==> config.mk <==
export PLATFORM = sky130hd
export DESIGN_NAME = universal_shift_register_burst
export DESIGN_NICKNAME = d
export VERILOG_FILES = /design/src/rtl/universal_shift_register_burst.sv
export SDC_FILE = /design/constraint.sdc
export NUM_CORES = 1
export LEC_CHECK = 0
export ABC_CLOCK_PERIOD_IN_PS = 2200
export CAP_MARGIN = 10
export CORE_MARGIN = 4
export CORE_UTILIZATION = 50
export CTS_BUF_LIST = sky130_fd_sc_hd__clkbuf_16
export CTS_CLUSTER_DIAMETER = 40
export DETAILED_ROUTE_END_ITERATION = 8
export DONT_BUFFER_PORTS = 1
export GPL_TIMING_DRIVEN = 0
export PLACE_DENSITY = 0.64
export SLEW_MARGIN = 15
export SYNTH_ARGS = -nofsm -noshare
export SYNTH_HDL_FRONTEND = slang
export SYNTH_SLANG_ARGS = --single-unit
==> constraint.sdc <==
create_clock -name clk -period 2.2 [get_ports clk]
set_input_delay 0.33 -clock clk [delete_from_list [all_inputs] [get_ports clk]]
set_output_delay 0.33 -clock clk [all_outputs]
set_load 0.005 [all_outputs]
==> src/rtl/universal_shift_register_burst.sv <==
// Universal shift register with rotate/ASR/clear modes and multi-step bursts on a valid/ready port.
// Optional registered even parity output q_par when USR_PARITY_EN is defined.
module universal_shift_register_burst #(
  parameter int N  = 8,
  parameter int CW = 4
) (
  input  logic          clk,
  input  logic          rst,
  input  logic          cmd_valid,
  output logic          cmd_ready,
  input  logic [2:0]    mode,
  input  logic [CW-1:0] amt,
  input  logic [N-1:0]  pin,
  input  logic          RSin,
  input  logic          LSin,
  output logic [N-1:0]  q,
  output logic          so,
  output logic          busy,
  output logic          done
`ifdef USR_PARITY_EN
  ,
  output logic          q_par
`endif
);

  localparam logic [2:0] M_HOLD  = 3'b000;
  localparam logic [2:0] M_SHR   = 3'b001;
  localparam logic [2:0] M_SHL   = 3'b010;
  localparam logic [2:0] M_LOAD  = 3'b011;
  localparam logic [2:0] M_ROR   = 3'b100;
  localparam logic [2:0] M_ROL   = 3'b101;
  localparam logic [2:0] M_ASR   = 3'b110;
  localparam logic [2:0] M_CLEAR = 3'b111;

  typedef enum logic {IDLE, SHIFT} state_t;

  state_t        state, state_nxt;
  logic [2:0]    op;
  logic [CW-1:0] count, count_nxt;
  logic [N-1:0]  q_nxt, step_q;
  logic          so_nxt, step_so, done_nxt;
  logic          accept, do_step;
  logic [2:0]    step_mode;

  function automatic logic is_shift(input logic [2:0] m);
    return (m == M_SHR) || (m == M_SHL) || (m == M_ROR) || (m == M_ROL) || (m == M_ASR);
  endfunction

  assign accept    = cmd_valid && cmd_ready;
  // The first step happens on the acceptance edge, so it uses the live mode, later steps the latched one.
  assign step_mode = accept ? mode : op;
  assign do_step   = (accept && is_shift(mode) && (amt != '0)) || (state == SHIFT);

  // State register
  always_ff @(posedge clk or posedge rst) begin
    if (rst) state <= IDLE;
    else     state <= state_nxt;
  end

  // Next-state logic
  always_comb begin
    state_nxt = state;
    case (state)
      IDLE:    if (accept && is_shift(mode) && (amt > CW'(1))) state_nxt = SHIFT;
      SHIFT:   if (count == CW'(1)) state_nxt = IDLE;
      default: state_nxt = IDLE;
    endcase
  end

  // FSM outputs
  always_comb begin
    busy      = (state == SHIFT);
    cmd_ready = (state == IDLE);
  end

  // Single-step datapath
  always_comb begin
    step_q  = q;
    step_so = so;
    case (step_mode)
      M_SHR: begin step_q = {RSin, q[N-1:1]};     step_so = q[0];   end
      M_SHL: begin step_q = {q[N-2:0], LSin};     step_so = q[N-1]; end
      M_ROR: begin step_q = {q[0], q[N-1:1]};     step_so = q[0];   end
      M_ROL: begin step_q = {q[N-2:0], q[N-1]};   step_so = q[N-1]; end
      M_ASR: begin step_q = {q[N-1], q[N-1:1]};   step_so = q[0];   end
      default: ;
    endcase
  end

  always_comb begin
    q_nxt     = q;
    so_nxt    = so;
    count_nxt = count;
    done_nxt  = 1'b0;
    if (do_step) begin
      q_nxt  = step_q;
      so_nxt = step_so;
    end else if (accept && mode == M_LOAD) begin
      q_nxt = pin;
    end else if (accept && mode == M_CLEAR) begin
      q_nxt = '0;
    end
    if (accept) begin
      done_nxt = !is_shift(mode) || (amt <= CW'(1));
      if (do_step) count_nxt = amt - 1'b1;
    end else if (state == SHIFT) begin
      done_nxt  = (count == CW'(1));
      count_nxt = count - 1'b1;
    end
  end

  always_ff @(posedge clk or posedge rst) begin
    if (rst) begin
      q     <= '0;
      so    <= 1'b0;
      done  <= 1'b0;
      count <= '0;
      op    <= M_HOLD;
    end else begin
      q     <= q_nxt;
      so    <= so_nxt;
      done  <= done_nxt;
      count <= count_nxt;
      if (accept) op <= mode;
    end
  end

`ifdef USR_PARITY_EN
  always_ff @(posedge clk or posedge rst) begin
    if (rst) q_par <= 1'b0;
    else     q_par <= ^q_nxt;
  end
`endif

endmodule

# Yosys cells after proc, flatten, opt, wreduce, memory -nomap -nowiden
# Cells that the tools add are included.
[totals]
regBits = 18
in_bits = 20
output_inout_bits = 12
word_cells = 66
[op_classes]
n_addsub = 2
n_lt_le_gt_ge = 2
eq_ne = 17
n_mux = 14
bitwise_logic = 1
n_reduce_logical = 23
[ops]
columns = ["op", "count"]
rows = [
  ["case mux 8 bit (5 select lines)", 1],
  ["2-to-1 mux 8 bit", 3],
  ["== test 3 bit, second input constant", 7],
  ["2-to-1 mux 4 bit", 3],
  ["== test 3 x 2 -> 1 bit, second input constant", 3],
  ["subtractor 4 x 1 -> 4 bit, second input constant", 2],
  ["== test 3 x 1 -> 1 bit, second input constant", 2],
  ["logical AND 1 bit", 6],
  ["logical OR 1 bit", 6],
  ["inequality test 6 x 1 -> 1 bit, second input constant", 1],
  ["AND reduction 2 bit", 3],
  ["inequality test 5 x 1 -> 1 bit, second input constant", 1],
  ["== test 4 x 1 -> 1 bit, second input constant", 1],
  ["greater-than comparator 4 x 1 -> 1 bit, second input constant", 1],
  ["<= comparator 4 x 1 -> 1 bit, second input constant", 1],
  ["2-to-1 mux 1 bit", 4],
  ["case mux 1 bit (2 select lines)", 2],
  ["nonzero test 2 bit", 2],
  ["nonzero test 4 bit", 1],
  ["2-to-1 mux 3 bit", 1],
  ["AND reduction 3 bit", 1],
  ["nonzero test 3 bit", 1],
  ["OR reduction 3 bit", 1],
  ["inequality test 2 x 1 -> 1 bit, second input constant", 1],
  ["4 further kinds", 4],
]

# Longest topological paths before layout
[logic_depth]
ltp_word = 10
ltp_mapped = 7
ltp_nobuf = 7

# Least setup slack after synthesis
# OpenSTA, ideal clock, no wires.
[synth_path]
path_kind = "input-to-reg"
startpoint = "input amt[1]"
endpoint = "register q[1]"
setup_ns = 0.136
t_arrival_ns = 1.622
t_required_ns = 2.064
setup_slack_ns = 0.442
cell_stages = 7
path_buffers = 0
cell_sequence = "inv_1 ha_1 or3b_4 a41oi_4 nor2_4 a31oi_4 a221oi_1"
[synth_between]
elab_chain_cells = 5
word_cells_on_any_way = 7
cone_classes = "eq/ne: 1; mux: 1; reduce/logical: 5"
[synth_lines]
columns = ["element", "line_no", "source"]
rows = [
  ["start, declared", "12", "input logic [CW-1:0] amt,"],
  ["nonzero test 4 bit *", "52", "assign do_step = (accept && is_shift(mode) && (amt != '0)) || (state == SHIFT);"],
  ["logical AND 1 bit *", "52", ""],
  ["logical OR 1 bit *", "52", ""],
  ["inequality test 6 x 1 -> 1 bit (no source line) / nonzero test 3 bit (equally long branches)", "-", ""],
  ["AND reduction 2 bit (no source line)", "-", ""],
  ["end signal, assigned", "120", "q <= q_nxt;"],
  ["end, declared", "16", "output logic [N-1:0] q,"],
]
# Mark *: on every way between the ends. The rest lies on a longest branch, timed or not.
# A chain may end at the register's enable or synchronous reset.

# Worst setup path after layout
[layout_path]
startpoint = "register op[1]"
endpoint = "register q[1]"
[layout_between]
elab_chain_cells = 4
word_cells_on_any_way = 10
cone_classes = "eq/ne: 6; mux: 3; reduce/logical: 1"
[layout_lines]
columns = ["element", "line_no", "source"]
rows = [
  ["start, declared", "38", "logic [2:0] op;"],
  ["start signal, assigned", "124", "if (accept) op <= mode;"],
  ["2-to-1 mux 3 bit *", "-", ""],
  ["== test 3 bit (tied with other cells)", "80", "case (step_mode)"],
  ["case mux 8 bit (5 select lines) / inequality test 6 x 1 -> 1 bit (equally long branches)", "-", ""],
  ["2-to-1 mux 8 bit / AND reduction 2 bit (equally long branches)", "-", ""],
]
# Marks and branches as above.

==> Flow_metrics.wiki <==
{| class="wikitable"
! Metric !! Value
|-
| Result of the run || finished clean
|-
| Die height || 60.75 microns
|-
| Commonest cells after routing, fill and taps aside || dfrtp_1 (18), nand2_1 (15), inv_1 (15)
|-
| Netlist cell types || 46
|-
| DRC violation total after the first TritonRoute iteration || 93
|-
| Standby leakage power || 0.0006815 uW
|-
| Count of maximum capacitance violations || 0
|-
| Layout area overhead || 8.364%
|-
| Areal power density over the cells || 1386 nW/um^2
|-
| Top-level port count || 32
|-
| Global-route wire length before repair || 5899 microns
|-
| Die Outline Area || 3691 sq um
|-
| Post-CTS setup buffer count || 0
|-
| Top fanout value on the critical path || 9
|-
| TritonCTS clock tree || done
|-
| Final clock period utilization by the worst path || 83.40%
|-
| Count of final setup violators || 0
|-
| DP Worst Slack || 0.1759 ns
|-
| Count of buffers inserted at the top-level ports || 0
|-
| Buffer type at the clock tree root || clkbuf_16
|-
| Worst Slack Setup Final || 0.3653 ns
|-
| Per-cell via count in the routed design || 6.385
|-
| Level count of the clock H-tree || 1
|-
| Number of enable flip-flop cells after synthesis || 0
|-
| DRC violation count after routing || 0
|-
| Total count of max-transition violations in the final report || 0
|-
| DRT Pass-1 Iters || 5
|-
| Buffers from clock root to sink, at most || 2
|-
| Post-CTS resize count || 0
|-
| Crit path DAT || 1.95 ns
|-
| Post-synthesis sequential element count || 18
|-
| Non-Filler Cell Area, Final || 1508 sq um
|-
| Number of rows in the core area || 18
|-
| Routed via count || 1245
|-
| Layout Nets || 191
|-
| Share of final-layout standard cells stronger than drive strength 1 || 10.30%
|-
| Type of the worst setup path || register to register
|-
| Post-detailed-routing wire length || 3445 microns
|-
| Pin count of the biggest net entering global routing || 19
|-
| Cell Area, Synth || 1391 sq um
|-
| Clock Sink Count || 18
|-
| Routability-driven placement congestion ratio || 0.9041
|-
| Number of filler cells placed in the layout || 244
|-
| Post-cts hold buffer count || 0
|-
| Cell types occupying the most area after synthesis || dfrtp_1 (32%), a21oi_1 (5.0%), mux2i_1 (5.0%)
|-
| Worst Setup End Kind || register
|-
| Maximum clock frequency || 545.0 MHz
|-
| Count of endpoints failing hold in the final timing report || 0
|-
| Latest clock arrival within the worst-skew pair || 0.25 ns
|-
| Initial Utilization || 54.19%
|-
| Routed length per placed instance || 17.67 microns
|-
| Syn. warnings || 0
|-
| Number of global-route vias before repair || 1228
|-
| Worst clock skew || 0.003879 ns
|-
| Placed cell area || 1429 sq um
|-
| RSZ-0062 raised after global routing || false
|-
| Class of the worst hold path || primary input to asynchronous set/reset pin
|-
| Horizontal die dimension || 60.75 microns
|-
| Remaining number of nets flagged by the antenna check after routing || 0
|-
| Mapped Cells || 161
|-
| Mean post-synth cell area || 8.642 sq um
|-
| Async SR Flop Fraction || 100.0%
|-
| Area share of the leading cell type in the synthesized netlist || 32.37%
|-
| Cell type contributing the most total cell area after synthesis || dfrtp_1
|-
| Most instantiated flip-flop cell in the synthesis netlist || dfrtp_1
|-
| Half-perimeter wire length of the detailed placement result || 2561 microns
|-
| Antenna violations before repair || 0
|-
| Worst EP required || 2.32 ns
|-
| Worst vdd ir || 0.7740 mV
|-
| Final setup TNS || 0 ns
|-
| Number of clock buffers inserted by TritonCTS || 3
|-
| Floorplan Core Area || 2567 sq um
|-
| Worst slew margin relative to its limit || 52.35%
|-
| Nets in the synthesized netlist || 186
|-
| Time the final worst path needs with I/O delays and setup || 1.835 ns
|-
| Sequential element share of the synthesized area || 32.37%
|-
| N_diodes || 0
|-
| Clock edge transition at the registers on the reported setup and hold paths || 0.05 ns
|-
| Aggregate global routing overflow || 0
|-
| Slew at the pin closest to its max-slew limit || 0.7139 ns
|-
| Leading cell type in the layout, fill and taps excluded || dfrtp_1
|-
| GRT Total Usage || 21.32%
|-
| Type of origin of the critical path || register
|}
==> final timing paths <==
| kind | startpoint | endpoint | slack, ns | cells after the start |
|---|---|---|---|---|
| setup / recovery | op[1]$_DFF_PP0_ | q[1]$_DFFE_PP0P_ | 0.37 | 5 |
| hold / removal | rst | op[2]$_DFF_PP0_ | 0.08 | 1 |
| setup reg to reg | op[1]$_DFF_PP0_ | q[1]$_DFFE_PP0P_ | 0.37 | 5 |
| hold reg to reg | count[3]$_DFFE_PP0P_ | count[3]$_DFFE_PP0P_ | 0.57 | 2 |
| max in group asynchronous | rst | q[5]$_DFFE_PP0P_ | 1.67 | 1 |
| min in group clk | amt[0] | count[0]$_DFFE_PP0P_ | 0.18 | 1 |
==> critical path: stages (launching register included) <==
cell	delay, ns
dfrtp_1	0.45
or3_1	0.43
a21oi_1	0.30
nor2_4	0.12
a31oi_4	0.25
a221oi_1	0.14
==> cell usage after synthesis, drive strengths merged, types with 4 or more instances <==
cell     n
dfrtp   18
a21oi   14
o21ai   14
mux2i    7
nor3     5
nand2   15
nand3    4
or3      4
ha       5
buf      6
nor2     9
inv     15
a221oi   7
==> report_power, final <==
part | switching (uW) | internal, uW
combinational | 557 | 459
clock | 127 | 242
sequential | 209 | 495
==> final cells by class <==
cell class | instances | area, sq um | share of cell area, %
sequential | 18 | 450.4 | 29.88
buffer | 9 | 62.56 | 4.149
clock inverter | 1 | 3.754 | 0.2490
inverter | 15 | 56.30 | 3.734
multi-input combinational | 119 | 822.0 | 54.52
clock buffer | 3 | 75.07 | 4.979
tap | 30 | 37.54 | 2.490
==> flip-flops by register name, indices dropped and copies added (netlist names) <==
name / flops
count: 4
done: 1
so: 1
op: 3
q: 8
busy: 1
==> metrics by stage <==
step	utilization (%)	std cells	power (uW)	hold slack [ns]
after global placement	55.65	191	1676	0.3690
after global routing	58.72	195	2269	0.1369
final	58.72	195	2089	0.08341
after floorplan	-	161	1478	0.2686
after detailed placement	55.65	191	1727	0.3801
after CTS	58.72	195	2103	0.1064
==> layer usage <==
layer | up-vias | share of wire [%] | global-route usage, %
met2 | 45 | 45 | 32.82
met3 | 6 | 7.8 | 5.532
li1 | 592 | - | -
met1 | 602 | 46 | 30.12
met5 | - | 0 | 0
met4 | 0 | 1.2 | 4.954
==> kinds of logic (layout without fill, tap and decap cells) <==
| kind of cell | Yosys count | after routing | share of synthesized area (%) |
|---|---|---|---|
| AO/OA/AOI/OAI | 51 | 51 | 25.99 |
| XOR/XNOR | 3 | 3 | 1.889 |
| multiplexers | 7 | 7 | 5.036 |
| AND/OR/NAND/NOR | 53 | 53 | 21.67 |
| adder cells (fa/ha/maj) | 5 | 5 | 4.496 |
| flip-flops | 18 | 18 | 32.37 |
| buffers and inverters | 24 | 28 | 8.542 |
Note: power is estimated with default switching activity, not from simulation.
==> edit 1: new RTL, config.mk and constraints unchanged <==
The option `USR_PARITY_EN` is turned on by a define.
--- a/src/rtl/universal_shift_register_burst.sv
+++ b/src/rtl/universal_shift_register_burst.sv
@@ -1,5 +1,7 @@
 // Universal shift register with rotate/ASR/clear modes and multi-step bursts on a valid/ready port.
 // Optional registered even parity output q_par when USR_PARITY_EN is defined.
+`define USR_PARITY_EN
+
 module universal_shift_register_burst #(
   parameter int N  = 8,
   parameter int CW = 4
Behaviour (old outputs only; new: q_par): unchanged (Yosys induction, for registers that start in step).
==> edit 1 against the unedited design <==
The flow now finishes with violations (setup timing). Final area rose by 20%. Die area rose by 7.3%. Non-clock buffer count rose by 10. Sequential cell count rose by 1. Count of clock-buffer cells in the layout did not move. Synthesized area rose by 8.5%. Setup slack got worse by 640 ps. Routed wire length rose by 17%.
Power is not compared: it rests on default switching activity, and its combinational part moved more than twofold at a synthesized area within 25%.
==> edit 1: results (changes against the unedited design) <==
[outcome]
status = finished, violations left  ; was finished clean
violations = setup timing

[layout]
drive_above_1_share = 0.238  ; was 0.103
reg_top3 = q (8), count (4), op (3)  ; unchanged
nFillCells = 242  ; was 244
largest_reg_flops = 8  ; unchanged
layout.nets = 207  ; was 191

[logic_synthesis]
synth_fp_nets = 193  ; was 186
synthCells = 168  ; was 161
synth_common_cells = dfrtp_1 (19), nor3_1 (18), nand2_1 (14)  ; was dfrtp_1 (18), inv_1 (15), nand2_1 (15)
ys_types = 51  ; was 46
yosys-top-cells-area = dfrtp_1 (32%), nor3_1 (6.0%), o21ai_0 (4.3%)  ; was dfrtp_1 (32%), a21oi_1 (5.0%), mux2i_1 (5.0%)
yosysSeqAreaShare = 0.315  ; was 0.324

[route]
wl_met3_um = 265  ; was 267 µm
post_drt_wl_per_cell_um = 19.0  ; was 17.7 µm
dr_wl_met2_mm = 2.06  ; was 1.56 mm
via_count = 1368  ; was 1245
maxUsedRoutingLayer = met4  ; unchanged
via_per_inst = 6.45  ; was 6.38
m1WireLength_mm = 1.68  ; was 1.57 mm
drt_iter0_drc = 42  ; was 93
first_pass_iters = 4  ; was 5

[place]
postPlaceCellArea_mm2 = 0.00162  ; was 0.00143 mm²
dp_hpwl_mm = 2.82  ; was 2.56 mm
numPlacedInstances = 199  ; was 191
gp_congestion = 0.763  ; was 0.904

[grt]
met2_usage = 0.394  ; was 0.328
grt_usage = 0.207  ; was 0.213
grt_util_met3 = 0.0432  ; was 0.0553
grt.met1_usage = 0.238  ; was 0.301
grt_pass1_vias = 1471  ; was 1228
grt_first_pass_wirelength_mm = 6.73  ; was 5.90 mm
grt_max_degree = 20  ; was 19

[worst_setup_path]
regToRegEndpoint = q_par  ; was q[1]
cpPeakStageDelay_ps = 430  ; was 450 ps
crit_fanout = 7  ; was 9
ff2ff_path_depth = 8  ; was 5
critPathTopFamily = XOR/XNOR gates  ; was compound AO/OA/AOI/OAI gates
startpoint = busy  ; was op[1]
slowest_stage = o41ai_2  ; was dfrtp_1
r2r-start = busy  ; was op[1]
worstPathArrival_ps = 2610  ; was 1950 ps

[timing]
setup-violations-final = 1  ; was 0
skew_ps = 0.901  ; was 3.88 ps
holdWs_ps = 99.4  ; was 83.4 ps
tightest_slew_ps = 753  ; was 714 ps
layout_setup_ws_ps = -280  ; was 365 ps

[clock_network]
clk_pin_slew_ps = 60

[worst_hold_path]
hp-class = in -> async  ; unchanged

[power_and_ir_drop]
power_leakage_nw = 0.798

==> edit 1: cell types whose count changed in the layout (fill, tap and decap cells not counted), moves of 5 or more <==
cell | before | now
buf_4 | 2 | 13
a21oi_1 | 14 | 4
nor3_1 | 5 | 15
a221oi_1 | 7 | 0
a211oi_1 | 0 | 6
mux2i_1 | 7 | 1
inv_1 | 15 | 10
==> edit 1: cell families after synthesis <==
logic type | Yosys count | share of synthesized area
flops | 19 | 0.315
simple gates | 63 | 0.227
compound gates | 51 | 0.270
buf+inv | 20 | 0.0655
fa+ha+maj | 5 | 0.0415
xor+xnor | 7 | 0.0597
mux | 3 | 0.0207
==> edit 1: stage by stage <==
stage          setup TNS, ps  worst slack (ps)
3_3_place_gp            -485              -485
6_report                -280              -280
2_1_floorplan           -246              -246
5_1_grt                 -374              -374
3_5_place_dp            -489              -489
4_1_cts                 -262              -262
==> edit 1: area by class of cell <==
cell class / instances / area share
buffer: 8 / 0.0352
clock buffer: 3 / 0.0414
clock inverter: 1 / 0.00276
inverter: 10 / 0.0207
multi-input combinational: 129 / 0.571
sequential: 19 / 0.262
tap: 31 / 0.0214
timing repair buffer: 11 / 0.0455
==> edit 1: power breakdown <==
group / switching [mW] / internal (mW)
combinational: 0.958 / 1.17
sequential: 0.240 / 0.554
clock: 0.141 / 0.244
==> edit 1: worst max-delay path by stage <==
stage,slack (ps),cells after the start,end
2_1_floorplan,-250,9,q_par
6_report,-280,8,q_par
3_3_place_gp,-480,9,q_par
5_1_grt,-370,10,q_par
3_5_place_dp,-490,9,q_par
4_1_cts,-260,8,q_par
==> edit 1: timing repair <==
item / in CTS / in global routing
pin swaps: 4 / 1
endpoints found under the setup margin: 1 / 1
resized for setup: 7 / 3
gates cloned: 0 / 0
setup buffers: 11 / 0
==> edit 2: new RTL, same flow settings <==
Without the edit above. Register the input `mode` before use, without a reset. The logic sees it one clock later. The other inputs are not delayed to match.
--- a/src/rtl/universal_shift_register_burst.sv
+++ b/src/rtl/universal_shift_register_burst.sv
@@ -34,6 +34,12 @@
 
   typedef enum logic {IDLE, SHIFT} state_t;
 
+  logic [2:0] mode_q;
+
+  always_ff @(posedge clk) begin
+    mode_q <= mode;
+  end
+
   state_t        state, state_nxt;
   logic [2:0]    op;
   logic [CW-1:0] count, count_nxt;
@@ -48,8 +54,8 @@
 
   assign accept    = cmd_valid && cmd_ready;
   // The first step happens on the acceptance edge, so it uses the live mode, later steps the latched one.
-  assign step_mode = accept ? mode : op;
-  assign do_step   = (accept && is_shift(mode) && (amt != '0)) || (state == SHIFT);
+  assign step_mode = accept ? mode_q : op;
+  assign do_step   = (accept && is_shift(mode_q) && (amt != '0)) || (state == SHIFT);
 
   // State register
   always_ff @(posedge clk or posedge rst) begin
@@ -61,7 +67,7 @@
   always_comb begin
     state_nxt = state;
     case (state)
-      IDLE:    if (accept && is_shift(mode) && (amt > CW'(1))) state_nxt = SHIFT;
+      IDLE:    if (accept && is_shift(mode_q) && (amt > CW'(1))) state_nxt = SHIFT;
       SHIFT:   if (count == CW'(1)) state_nxt = IDLE;
       default: state_nxt = IDLE;
     endcase
@@ -95,13 +101,13 @@
     if (do_step) begin
       q_nxt  = step_q;
       so_nxt = step_so;
-    end else if (accept && mode == M_LOAD) begin
+    end else if (accept && mode_q == M_LOAD) begin
       q_nxt = pin;
-    end else if (accept && mode == M_CLEAR) begin
+    end else if (accept && mode_q == M_CLEAR) begin
       q_nxt = '0;
     end
     if (accept) begin
-      done_nxt = !is_shift(mode) || (amt <= CW'(1));
+      done_nxt = !is_shift(mode_q) || (amt <= CW'(1));
       if (do_step) count_nxt = amt - 1'b1;
     end else if (state == SHIFT) begin
       done_nxt  = (count == CW'(1));
@@ -121,7 +127,7 @@
       so    <= so_nxt;
       done  <= done_nxt;
       count <= count_nxt;
-      if (accept) op <= mode;
+      if (accept) op <= mode_q;
     end
   end
 
Function: changed (Yosys sat finds a counterexample within 4 cycles, from zero or initial values and one cycle with rst high).
==> edit 2 against the unedited design <==
Sequential power grew 11%. Largest cell class unchanged. Die area shrank 1.4%. Sequential cell count increased by 3. Synthesized area shrank 1.6%. Setup slack worse by 230 ps. Global-route usage fell by 0.82 points. Sequential share of layout area grew 3.7 points. Final area is 1.0% higher. Highest routed layer unchanged. Power up 12%. Clock skew fell by 1.4 ps. Critical path type unchanged. Routed wire length is 4.1% lower.
==> edit 2: results (changes against the unedited design) <==
[worst_setup_path]
startpoint = busy  ; was op[1]
slowest_stage = dfrtp_2  ; was dfrtp_1
cpPeakStageDelay_ps = 470  ; was 450 ps
critPathTopFamily = simple AND/OR/NAND/NOR gates  ; was compound AO/OA/AOI/OAI gates
worstPathArrival_ps = 2240  ; was 1950 ps
crit_fanout = 10  ; was 9

[timing]
skew_ps = 2.49  ; was 3.88 ps
max_slew_margin = 0.512  ; was 0.524
layout_setup_ws_ps = 138  ; was 365 ps
holdWs_ps = 83.7  ; was 83.4 ps

[grt]
grt_usage = 0.205  ; was 0.213
met2_usage = 0.329  ; was 0.328
grt_first_pass_wirelength_mm = 5.56  ; was 5.90 mm
grt_pass1_vias = 1144  ; was 1228
grt_util_met3 = 0.0691  ; was 0.0553

[logic_synthesis]
synthCells = 154  ; was 161
synth_xor_area_frac = 0.0128  ; was 0.0189
async_reset_ff_frac = 0.857  ; was 1.00
synthAdderAreaFrac = 0.0457  ; was 0.0450
ys_types = 38  ; was 46
synth-compound-area-share = 0.207  ; was 0.260

[outcome]
status = finished clean  ; unchanged

[place]
postPlaceCellArea_mm2 = 0.00141  ; was 0.00143 mm²

[layout]
reg_top3 = q (8), count (4)  ; was q (8), count (4), op (3)

[route]
wl_mm = 3.30  ; was 3.45 mm
drt_iter0_drc = 59  ; was 93

[power_and_ir_drop]
power_leakage_nw = 0.668  ; was 0.682 nW
p_int_mw = 1.37  ; was 1.20 mW

[edit 2: metal layers]
metal / wire length [µm] / up-vias
met4: 36 / 0
met3: 247 / 6
met5: 0 / -
li1: - / 559
met2: 1580 / 42
met1: 1440 / 558
[edit 2: power groups by stage]
stage	Sequential [mW]	Clock, mW	Combinational [mW]
final	0.782	0.383	1.17
after detailed placement	0.780	0	1.11
after floorplan	0.719	0	0.932
after global placement	0.776	0	1.07
after CTS	0.775	0.388	1.13
after global routing	0.810	0.407	1.31
[edit 2: what timing repair did]
item                                    4_1_cts  5_1_grt
gates cloned                                  0        0
pin swaps                                     0        1
hold buffers                                  0        0
gates resized for setup                       1        5
buffers inserted                              0        1
endpoints found under the setup margin        3        7
[edit 2: area by class of cell]
cell class / instances / area, µm²
fillers: 228 / 1020
repair buffers: 1 / 7.51
inverters: 11 / 43.8
clock buffers: 3 / 75.1
plain buffers: 6 / 47.5
flip-flops and latches: 21 / 512
well taps: 30 / 37.5
clock inverters: 1 / 3.75
multi-input cells: 116 / 796
